<file path="src/rtl/ones_gap_if.sv">
// ones_gap_if: mask-in / beat-out stream bundle for ones_gap_extractor (out_tail present when ONES_GAP_TAIL_EN is defined)
interface ones_gap_if #(parameter int W = 8);
  localparam int IW = $clog2(W + 1);
  logic in_valid;
  logic in_ready;
  logic [W-1:0] in_mask;
  logic out_valid;
  logic out_ready;
  logic [IW-1:0] out_pos;
  logic [IW-1:0] out_gap;
  logic out_last;
  logic out_none;
  logic err_overflow;
`ifdef ONES_GAP_TAIL_EN
  logic out_tail;
  modport master(output in_valid, in_mask, out_ready,
                 input in_ready, out_valid, out_pos, out_gap, out_last, out_none, err_overflow, out_tail);
  modport slave(input in_valid, in_mask, out_ready,
                output in_ready, out_valid, out_pos, out_gap, out_last, out_none, err_overflow, out_tail);
`else
  modport master(output in_valid, in_mask, out_ready,
                 input in_ready, out_valid, out_pos, out_gap, out_last, out_none, err_overflow);
  modport slave(input in_valid, in_mask, out_ready,
                output in_ready, out_valid, out_pos, out_gap, out_last, out_none, err_overflow);
`endif
endinterface

</file>
<file path="src/rtl/ones_gap_extractor.sv">
// ones_gap_extractor: serialises a mask MSB-first into (position, zero-gap) beats; ONES_GAP_TAIL_EN adds a trailing tail beat
module ones_gap_extractor #(
  parameter int W = 8,
  parameter int N = 2
) (
  input logic clk,
  input logic rst_n,
  ones_gap_if.slave bus
);
  localparam int IW = $clog2(W + 1);
  localparam int CW = $clog2(N + 1);
  typedef enum logic [1:0] {IDLE, EMIT, TAIL} state_t;
  state_t state, state_n;
  logic [W-1:0] mask, rem;
  logic [IW-1:0] prev, p;
  logic [CW-1:0] cnt;
  logic err, emit, none, one_last, fire_in, fire_out, tail_go;
  // highest set bit of the held mask; later iterations override earlier ones
  always_comb begin
    p = '0;
    for (int i = 0; i < W; i++) if (mask[i]) p = IW'(i);
  end
  assign emit = state == EMIT;
  assign rem = mask & ~(W'(1) << p);
  assign none = emit && mask == '0;
  assign one_last = rem == '0 || cnt == CW'(N - 1);
  assign bus.out_valid = state != IDLE;
  assign fire_out = bus.out_valid && bus.out_ready;
  assign bus.in_ready = state == IDLE || (fire_out && bus.out_last);
  assign fire_in = bus.in_valid && bus.in_ready;
  assign bus.out_none = none;
  assign bus.out_pos = emit ? p : '0;
  assign bus.out_gap = none ? IW'(W) : emit ? prev - IW'(1) - p : state == TAIL ? prev : '0;
  assign bus.err_overflow = err;
`ifdef ONES_GAP_TAIL_EN
  assign bus.out_tail = state == TAIL;
  assign bus.out_last = state == TAIL || none;
  assign tail_go = emit && fire_out && one_last && !none;
`else
  assign bus.out_last = emit && one_last;
  assign tail_go = 1'b0;
`endif
  // next state: a new mask wins, otherwise tail beat, otherwise drop to idle after the last beat
  always_comb begin
    state_n = fire_in ? EMIT : tail_go ? TAIL : (fire_out && bus.out_last) ? IDLE : state;
  end
  // state, working mask, previous position, beat count and sticky overflow
  always_ff @(posedge clk or negedge rst_n) begin
    if (!rst_n) begin
      state <= IDLE;
      mask <= '0;
      prev <= IW'(W);
      cnt <= '0;
      err <= 1'b0;
    end else begin
      state <= state_n;
      err <= err | (emit && fire_out && cnt == CW'(N - 1) && rem != '0);
      if (fire_in) begin
        mask <= bus.in_mask;
        prev <= IW'(W);
        cnt <= '0;
      end else if (emit && fire_out) begin
        mask <= rem;
        prev <= p;
        cnt <= cnt + 1'b1;
      end
    end
  end
endmodule

</file>
<file path="src/flat_wrapper.sv">
// flat-port wrapper written by rule: the top's interface ports become plain ports
module ones_gap_extractor_flat 
#(
  parameter int W = 8,
  parameter int N = 2
)
  (clk, rst_n, bus_in_valid, bus_in_mask, bus_out_ready, bus_in_ready, bus_out_valid, bus_out_pos, bus_out_gap, bus_out_last, bus_out_none, bus_err_overflow);
  ones_gap_if #(.W(W)) bus_i ();
  input logic clk;
  input logic rst_n;
  input wire logic [$bits(bus_i.in_valid)-1:0] bus_in_valid;
  input wire logic [$bits(bus_i.in_mask)-1:0] bus_in_mask;
  input wire logic [$bits(bus_i.out_ready)-1:0] bus_out_ready;
  output wire logic [$bits(bus_i.in_ready)-1:0] bus_in_ready;
  output wire logic [$bits(bus_i.out_valid)-1:0] bus_out_valid;
  output wire logic [$bits(bus_i.out_pos)-1:0] bus_out_pos;
  output wire logic [$bits(bus_i.out_gap)-1:0] bus_out_gap;
  output wire logic [$bits(bus_i.out_last)-1:0] bus_out_last;
  output wire logic [$bits(bus_i.out_none)-1:0] bus_out_none;
  output wire logic [$bits(bus_i.err_overflow)-1:0] bus_err_overflow;
  assign bus_i.in_valid = bus_in_valid;
  assign bus_i.in_mask = bus_in_mask;
  assign bus_i.out_ready = bus_out_ready;
  assign bus_in_ready = bus_i.in_ready;
  assign bus_out_valid = bus_i.out_valid;
  assign bus_out_pos = bus_i.out_pos;
  assign bus_out_gap = bus_i.out_gap;
  assign bus_out_last = bus_i.out_last;
  assign bus_out_none = bus_i.out_none;
  assign bus_err_overflow = bus_i.err_overflow;
  ones_gap_extractor #(.W(W), .N(N)) u_core (.clk(clk), .rst_n(rst_n), .bus(bus_i));
endmodule
</file>
<file path="config.mk">
export PLATFORM = sky130hd
export DESIGN_NAME = ones_gap_extractor_flat
export DESIGN_NICKNAME = d
export VERILOG_FILES = /design/src/rtl/ones_gap_if.sv /design/src/rtl/ones_gap_extractor.sv /design/src/flat_wrapper.sv
export SDC_FILE = /design/constraint.sdc
export NUM_CORES = 1
export LEC_CHECK = 0
export ABC_AREA = 1
export BUFFER_PORTS_ARGS = -buffer_cell sky130_fd_sc_hd__buf_2
export CORE_MARGIN = 1.5
export CORE_UTILIZATION = 50
export CTS_CLUSTER_SIZE = 12
export DETAILED_ROUTE_END_ITERATION = 7
export GPL_TIMING_DRIVEN = 0
export PLACE_DENSITY_LB_ADDON = 0.05
export SYNTH_ARGS = -nofsm -noshare
export SYNTH_HDL_FRONTEND = slang
export SYNTH_SLANG_ARGS = --single-unit
</file>
<file path="constraint.sdc">
create_clock -name clk -period 2.3 [get_ports clk]
set_input_delay 0.46 -clock clk [delete_from_list [all_inputs] [get_ports clk]]
set_output_delay 0.46 -clock clk [all_outputs]
set_load 0.01 [all_outputs]
</file>
==> summary.txt, run 1 <==
Status
  – Status: finished with violations
  – Failing checks: negative setup slack

Setup path
  – Required @ worst endpoint: about 1.8 ns
  – Crit. End Element: output pin
  – Critical Path Start Type: register
  – WS Path Type: reg2out
  – Crit path DAT: 2.32 ns
  – Worst reg-to-reg path cell count: 18
  – Reg-to-Reg Start: u_core.mask[5]
  – Worst Path Max Fanout: 3
  – CP startpoint: u_core.mask[2]

Cells and area
  – Inserted Diodes: 0
  – Synth-to-layout area growth: 67.5%
  – Share of cells above drive strength 1: 0.554
  – Register Area: between 400 and 500 µm²
  – Filler cells: roughly 110
  – Non-filler cells, final: 270
  – Final Net Count: ~260
  – Footprint of the multi-input gates: a little under 800 µm²
  – Final core utilization: 0.879

Yosys
  – Post-synth top area share: 0.323
  – Synthesized Nets: about 190
  – Yosys warns: 0
  – Yosys cell types: 29
  – Post-Synthesis Cell Area: around 1200 µm²
  – Synth Register Bits: 16
  – Avg Cell Area, Syn: roughly 6.8 µm²
  – Cell taking the most area after synthesis: dfrtp_1
  – Seq/Total Area, Yosys: 0.346
  – Area contributors post-synth: dfrtp_1, nand2_1, inv_1, nand3_1, ha_1
  – Mapped Cells: 170

Route
  – DR vias: between 1,500 and 2,000
  – Wire per inst: about 18 µm
  – 1st-iter DRT viols: roughly 110
  – DRC errors left: 0
  – Final wirelength: between 4000 and 5000 µm
  – DR pass1 iterations: 4
  – DR vias/cell: 5.81
  – Antenna Violating Nets Remaining: 0

STA
  – Worst Max-Slew Pin Slew: between 0.5 and 0.6 ns
  – RSZ-0062 raised after global routing: true
  – Slew HR: 0.665
  – Setup TNS: -5.38 ns
  – Final clock skew: 0.0118 ns
  – Fmax: about 0.36 GHz
  – Post-route clock period utilization: 1.21
  – Min Tclk post-route: 2.78 ns
  – Final hold vios: 0
  – Slew Limit Fails: 0
  – Final WS setup: -0.484 ns
  – # setup viols final: 21

GRT
  – GRT Util Overall: 0.311
  – Vias in the first global route: 1,327
  – Initial antenna violation count: 0
  – Global-route wire length before repair: between 5000 and 6000 µm
  – Grt ovf: 0
  – Largest net degree at the start of global routing: 17

Placement
  – Detailed placement HPWL: between 2000 and 2500 µm
  – Gpl congestion: 0.877
  – Placed Cells: 220
  – Port Buf Inserts: 22

Power and ir drop
  – Max VDD drop: 1.28 mV
  – Power per cell area: between 1500 and 2000 nW/µm²
  – Total chip power: around 3.8 mW
  – Leakage Power: about 1.1 nW

Floorplanning
  – Initial core utilization: 0.525
  – Row cnt: 17
  – I/O Pins: 25
  – Die area: between 2000 and 3000 µm²
  – Core ar.: 2210 µm²
  – Die width: between 50 and 60 µm
  – Chip height: a little over 50 µm

CTS
  – H-tree depth: 1
  – Clk pin slew, worst setup/hold paths: around 0.11 ns
  – Clock latency at the later pin of the worst-skew pair: between 0.3 and 0.4 ns
  – Root buf cell: clkbuf_4
  – CTS buffer count: 3
  – Largest buffer count on any clock path: 2
  – CTS tree: done
  – Clock sinks: 16
  – # hold bufs at CTS: 0

Run
  – Max Cap Violations: 0

Min path
  – Worst min-delay path class: in2async
[cell type report]
| class | instances | area share |
|---|---|---|
| Inverter | 31 | 0.0611 |
| Timing Repair Buffer | 68 | 0.264 |
| Buffer | 6 | 0.0283 |
| Clock buffer | 4 | 0.0135 |
| Multi-Input combinational cell | 117 | 0.407 |
| Tap cell | 28 | 0.0180 |
| Sequential cell | 16 | 0.208 |
[cells in the final DEF, fill, tap and decap left out, drive strengths merged]
cell type  Yosys  layout
a21oi          4       4
a31o           1       1
a31oi          1       1
buf            4      72
clkbuf         2       6
conb           1       1
dfrtp         15      15
dfstp          1       1
ha             4       4
inv           31      31
nand2         58      58
nand3         21      21
nand4          3       3
nor2          13      13
nor3           2       2
nor4           1       1
o21a           1       1
o21ai          5       5
o21bai         1       1
or2            1       1
[repair_timing]
item                       CTS  global route
cloned                       0             1
buffers inserted            30            17
setup endpoints to repair    6            20
pin swaps                   12            18
gates resized for setup     28            47
[final timing paths]
check / slack [ns] / endpoint
setup / recovery: -0.48 / bus_out_gap[3]
hold / removal: 0.05 / u_core.mask[1]
setup reg to reg: -0.32 / u_core.mask[5]
hold reg to reg: 0.49 / u_core.bus.err_overflow
max in group asynchronous: 1.93 / u_core.prev[3]
min in group clk: 0.40 / u_core.mask[7]
[stage by stage]
| stage | hold WS, ns | worst slack, ns | cell area (µm²) |
|---|---|---|---|
| floorplan | 0.164 | 0.0747 | 1160 |
| global placement | 0.396 | -0.113 | 1310 |
| detailed placement | 0.399 | -0.165 | 1310 |
| CTS | 0.0688 | -0.277 | 1650 |
| global route | 0.0664 | -0.491 | 1940 |
| finish | 0.0467 | -0.484 | 1940 |
[worst max-delay path: stages (launching register included)]
cell and delay [ns]:
dfrtp_1 0.43, inv_2 0.11, nand2_2 0.07, nand2_2 0.07, nand2_1 0.06, nand2_2 0.11
nand2_4 0.08, nand2_2 0.08, inv_2 0.05, ha_4 0.15, or2_4 0.26, a31oi_4 0.14
nor2_1 0.06, o21bai_1 0.16, buf_2 0.16
[routing by layer]
| layer | part of all wire | vias up | routed length, µm | track usage |
|---|---|---|---|---|
| met3 | 0.085 | 47 | 422 | 0.0409 |
| met5 | 0 | - | 0 | 0 |
| met1 | 0.37 | 728 | 1830 | 0.379 |
| li1 | - | 669 | - | - |
| met4 | 0.067 | 0 | 334 | 0.149 |
| met2 | 0.48 | 126 | 2400 | 0.539 |
[synth_stat cells (all sizes together)]
cell type	count
o21a	1
o21bai	1
nor3	2
nand2	58
dfstp	1
a31o	1
or2	1
inv	31
conb	1
nor2	13
clkbuf	2
ha	4
nand4	3
nor4	1
nand3	21
dfrtp	15
o21ai	5
a21oi	4
a31oi	1
buf	4
[sequential cells by signal (all words and copies together), names as in the netlist]
signal                   cells
u_core.cnt                   2
u_core.bus.err_overflow      1
u_core.mask                  8
u_core.prev                  4
u_core.state                 1
[report_power, final]
part / switching, mW / internal (mW) / leakage (nW) / total [mW]
logic: 1.62 / 1.42 / 0.852 / 3.03
clock network: 0.105 / 0.0679 / 0.0150 / 0.173
registers: 0.147 / 0.425 / 0.192 / 0.573
total: 1.87 / 1.91 / 1.06 / 3.78
[cells by family (layout without fill, tap and decap cells)]
family | count (synthesis) | in the layout | share of synthesized area
and+or+nand+nor | 99 | 99 | 0.386
DFF | 16 | 16 | 0.346
adders and majority gates | 4 | 4 | 0.0431
buffers and inverters | 37 | 109 | 0.148
other | 1 | 1 | 0.00323
AOI/OAI and AO/OA | 13 | 13 | 0.0744
No activity file was read; power rests on OpenSTA's default activity.
==> inputs of run 2 (changes only) <==
PLACE_DENSITY = 0.74   (was default)
PLACE_DENSITY_LB_ADDON = default   (was 0.05)
==> summary.txt, run 2 (synthesized netlist as in run 1, its figures left out) <==
Setup path
  – Worst path most repeated cell: nand2_1
  – WS Path Type: reg2out
  – Crit. End Element: output pin
  – WP buf/inv: 3 (unchanged)
  – Worst Path Max Fanout: 3 (unchanged)
  – Crit path DAT: 2.16 ns (-0.16 ns)
  – Slowest cell on crit path: dfrtp_1
  – Crit-path cells: inv_2 > nand2_1 > nand2_1 > nand2_1 > nand2_2 > nand2_4 > nand2_2 > inv_2 > ha_4 > or2_4 > a31oi_4 > nand2_1 > nand2_1 > o21bai_1 > buf_2
  – CP top delay family: simple AND/OR/NAND/NOR gates
  – CP max stage delay: 0.41 ns (-0.02 ns)
  – Critical Path Start Type: register
  – Required @ worst endpoint: 1.84 ns (about the same)

GRT
  – Vias in the first global route: 1,218 (-8.2%)
  – Largest net degree at the start of global routing: 17 (unchanged)
  – Initial antenna violation count: 0 (unchanged)
  – GRT Util Overall: 0.282 (-0.0294)
  – Global-route wire length before repair: 5400 µm (-9.7%)
  – Grt ovf: 0 (unchanged)

STA
  – Final clock skew: 0.000965 ns (-0.0108 ns)
  – Final hold vios: 0 (unchanged)
  – Min Tclk post-route: 2.62 ns (-0.165 ns)
  – RSZ-0062 raised after global routing: true
  – Final WS setup: -0.319 ns (+0.165 ns)
  – Post-route clock period utilization: 1.14 (-0.0718)
  – Setup TNS: -1.68 ns (+3.70 ns)
  – Fmax: 0.382 GHz (+6.3%)
  – Slew Limit Fails: 0 (unchanged)
  – # setup viols final: 7 (-67%)

Power and ir drop
  – Total chip power: 3.20 mW (-15%)
  – Leakage Power: 0.987 nW (-6.7%)
  – Power per cell area: 1840 nW/µm² (-5.6%)
  – Max VDD drop: 1.09 mV (-15%)

CTS
  – Clock sinks: 16 (unchanged)
  – Clk pin slew, worst setup/hold paths: 0.10 ns (about the same)
  – CTS tree: done
  – CTS buffer count: 3 (unchanged)
  – Largest buffer count on any clock path: 2 (unchanged)
  – Root buf cell: clkbuf_4
  – Clock latency at the later pin of the worst-skew pair: 0.30 ns (about the same)
  – H-tree depth: 1 (unchanged)

Floorplanning
  – Chip height: 51.2 µm (unchanged)
  – Row cnt: 17 (unchanged)
  – Die width: 51.2 µm (unchanged)
  – Die area: 2620 µm² (unchanged)
  – I/O Pins: 25 (unchanged)
  – Core ar.: 2210 µm² (unchanged)
  – Initial core utilization: 0.525 (unchanged)

Cells and area
  – Fin area: 1740 µm² (-10%)
  – Final Net Count: 248 (-4.2%)
  – Biggest register: u_core.mask
  – Max reg flops: 8 (unchanged)
  – Inserted Diodes: 0 (unchanged)
  – Most frequent cells in the layout: nand2_1, buf_4, inv_1
  – Synth-to-layout area growth: 50.0%
  – Share of cells above drive strength 1: 0.437 (-0.116)
  – Commonest non-fill, non-tap cell in the layout: nand2_1
  – Top flop regs: u_core.mask (8), u_core.prev (4), u_core.cnt (2)

Route
  – Antenna Violating Nets Remaining: 0 (unchanged)
  – DRC errors left: 0 (unchanged)
  – Wire per inst: 14.9 µm (-19%)
  – DR vias/cell: 5.53 (-4.8%)
  – DR vias: 1,433 (-8.7%)
  – 1st-iter DRT viols: 56 (-49%)
  – Final wirelength: 3850 µm (-23%)
  – DR pass1 iterations: 4 (unchanged)

Placement
  – Detailed placement HPWL: 1920 µm (-5.8%)
  – Gpl congestion: 0.910 (+3.8%)
  – Setup WS pre-CTS: -0.148 ns (+0.0162 ns)
  – Area after DPL: 1310 µm² (unchanged)
  – Port Buf Inserts: 22 (unchanged)

Status
  – Failing checks: negative setup slack
  – Status: finished with violations

Min path
  – Worst min-delay path class: in2async

Run
  – Max Cap Violations: 0 (unchanged)
-- run 2: metrics by stage --
step / utilization / cells / hold WS [ns]
final: 0.787 / 259 / 0.0675
after CTS: 0.704 / 247 / 0.0730
after floorplan: - / 170 / 0.164
after global placement: 0.590 / 220 / 0.399
after global routing: 0.787 / 259 / 0.0825
after detailed placement: 0.590 / 220 / 0.405
-- run 2: layer usage --
layer / wire length, µm / vias up / GRT usage
met2: 1820 / 81 / 0.487
li1: - / 649 / -
met5: 0 / - / 0
met4: 170 / 0 / 0.149
met1: 1560 / 684 / 0.330
met3: 295 / 19 / 0.0497
-- run 2: path summary, 6_finish.rpt --
| kind | from | end | slack, ns | cells past startpoint |
|---|---|---|---|---|
| max | u_core.mask[2] | bus_out_gap[3] | -0.32 | 15 |
| min | rst_n | u_core.prev[1] | 0.07 | 1 |
| max reg2reg | u_core.mask[4] | u_core.mask[1] | -0.14 | 17 |
| min reg2reg | u_core.bus.err_overflow | u_core.bus.err_overflow | 0.48 | 1 |
| max in group asynchronous | rst_n | u_core.prev[3] | 1.91 | 1 |
| min in group clk | bus_in_mask[7] | u_core.mask[7] | 0.41 | 3 |
-- run 2: power by group --
group | internal [mW] | switching [mW] | total (mW)
Sequential | 0.424 | 0.141 | 0.565
Clock | 0.0678 | 0.0985 | 0.166
Combinational | 1.15 | 1.31 | 2.47
Total | 1.65 | 1.55 | 3.20
-- run 2: layout make-up --
class | instances | area, µm²
plain buffers | 6 | 58.8
clock buffers | 4 | 26.3
fillers | 161 | 470
inverters | 31 | 119
multi-input cells | 117 | 688
flip-flops and latches | 16 | 403
well taps | 28 | 35.0
repair buffers | 57 | 412
-- run 2: timing repair --
action,CTS,global route
buffers inserted,23,12
setup endpoints to repair,6,9
gates cloned,0,1
hold buffers,0,0
resized for setup,16,20
pin swaps,6,21
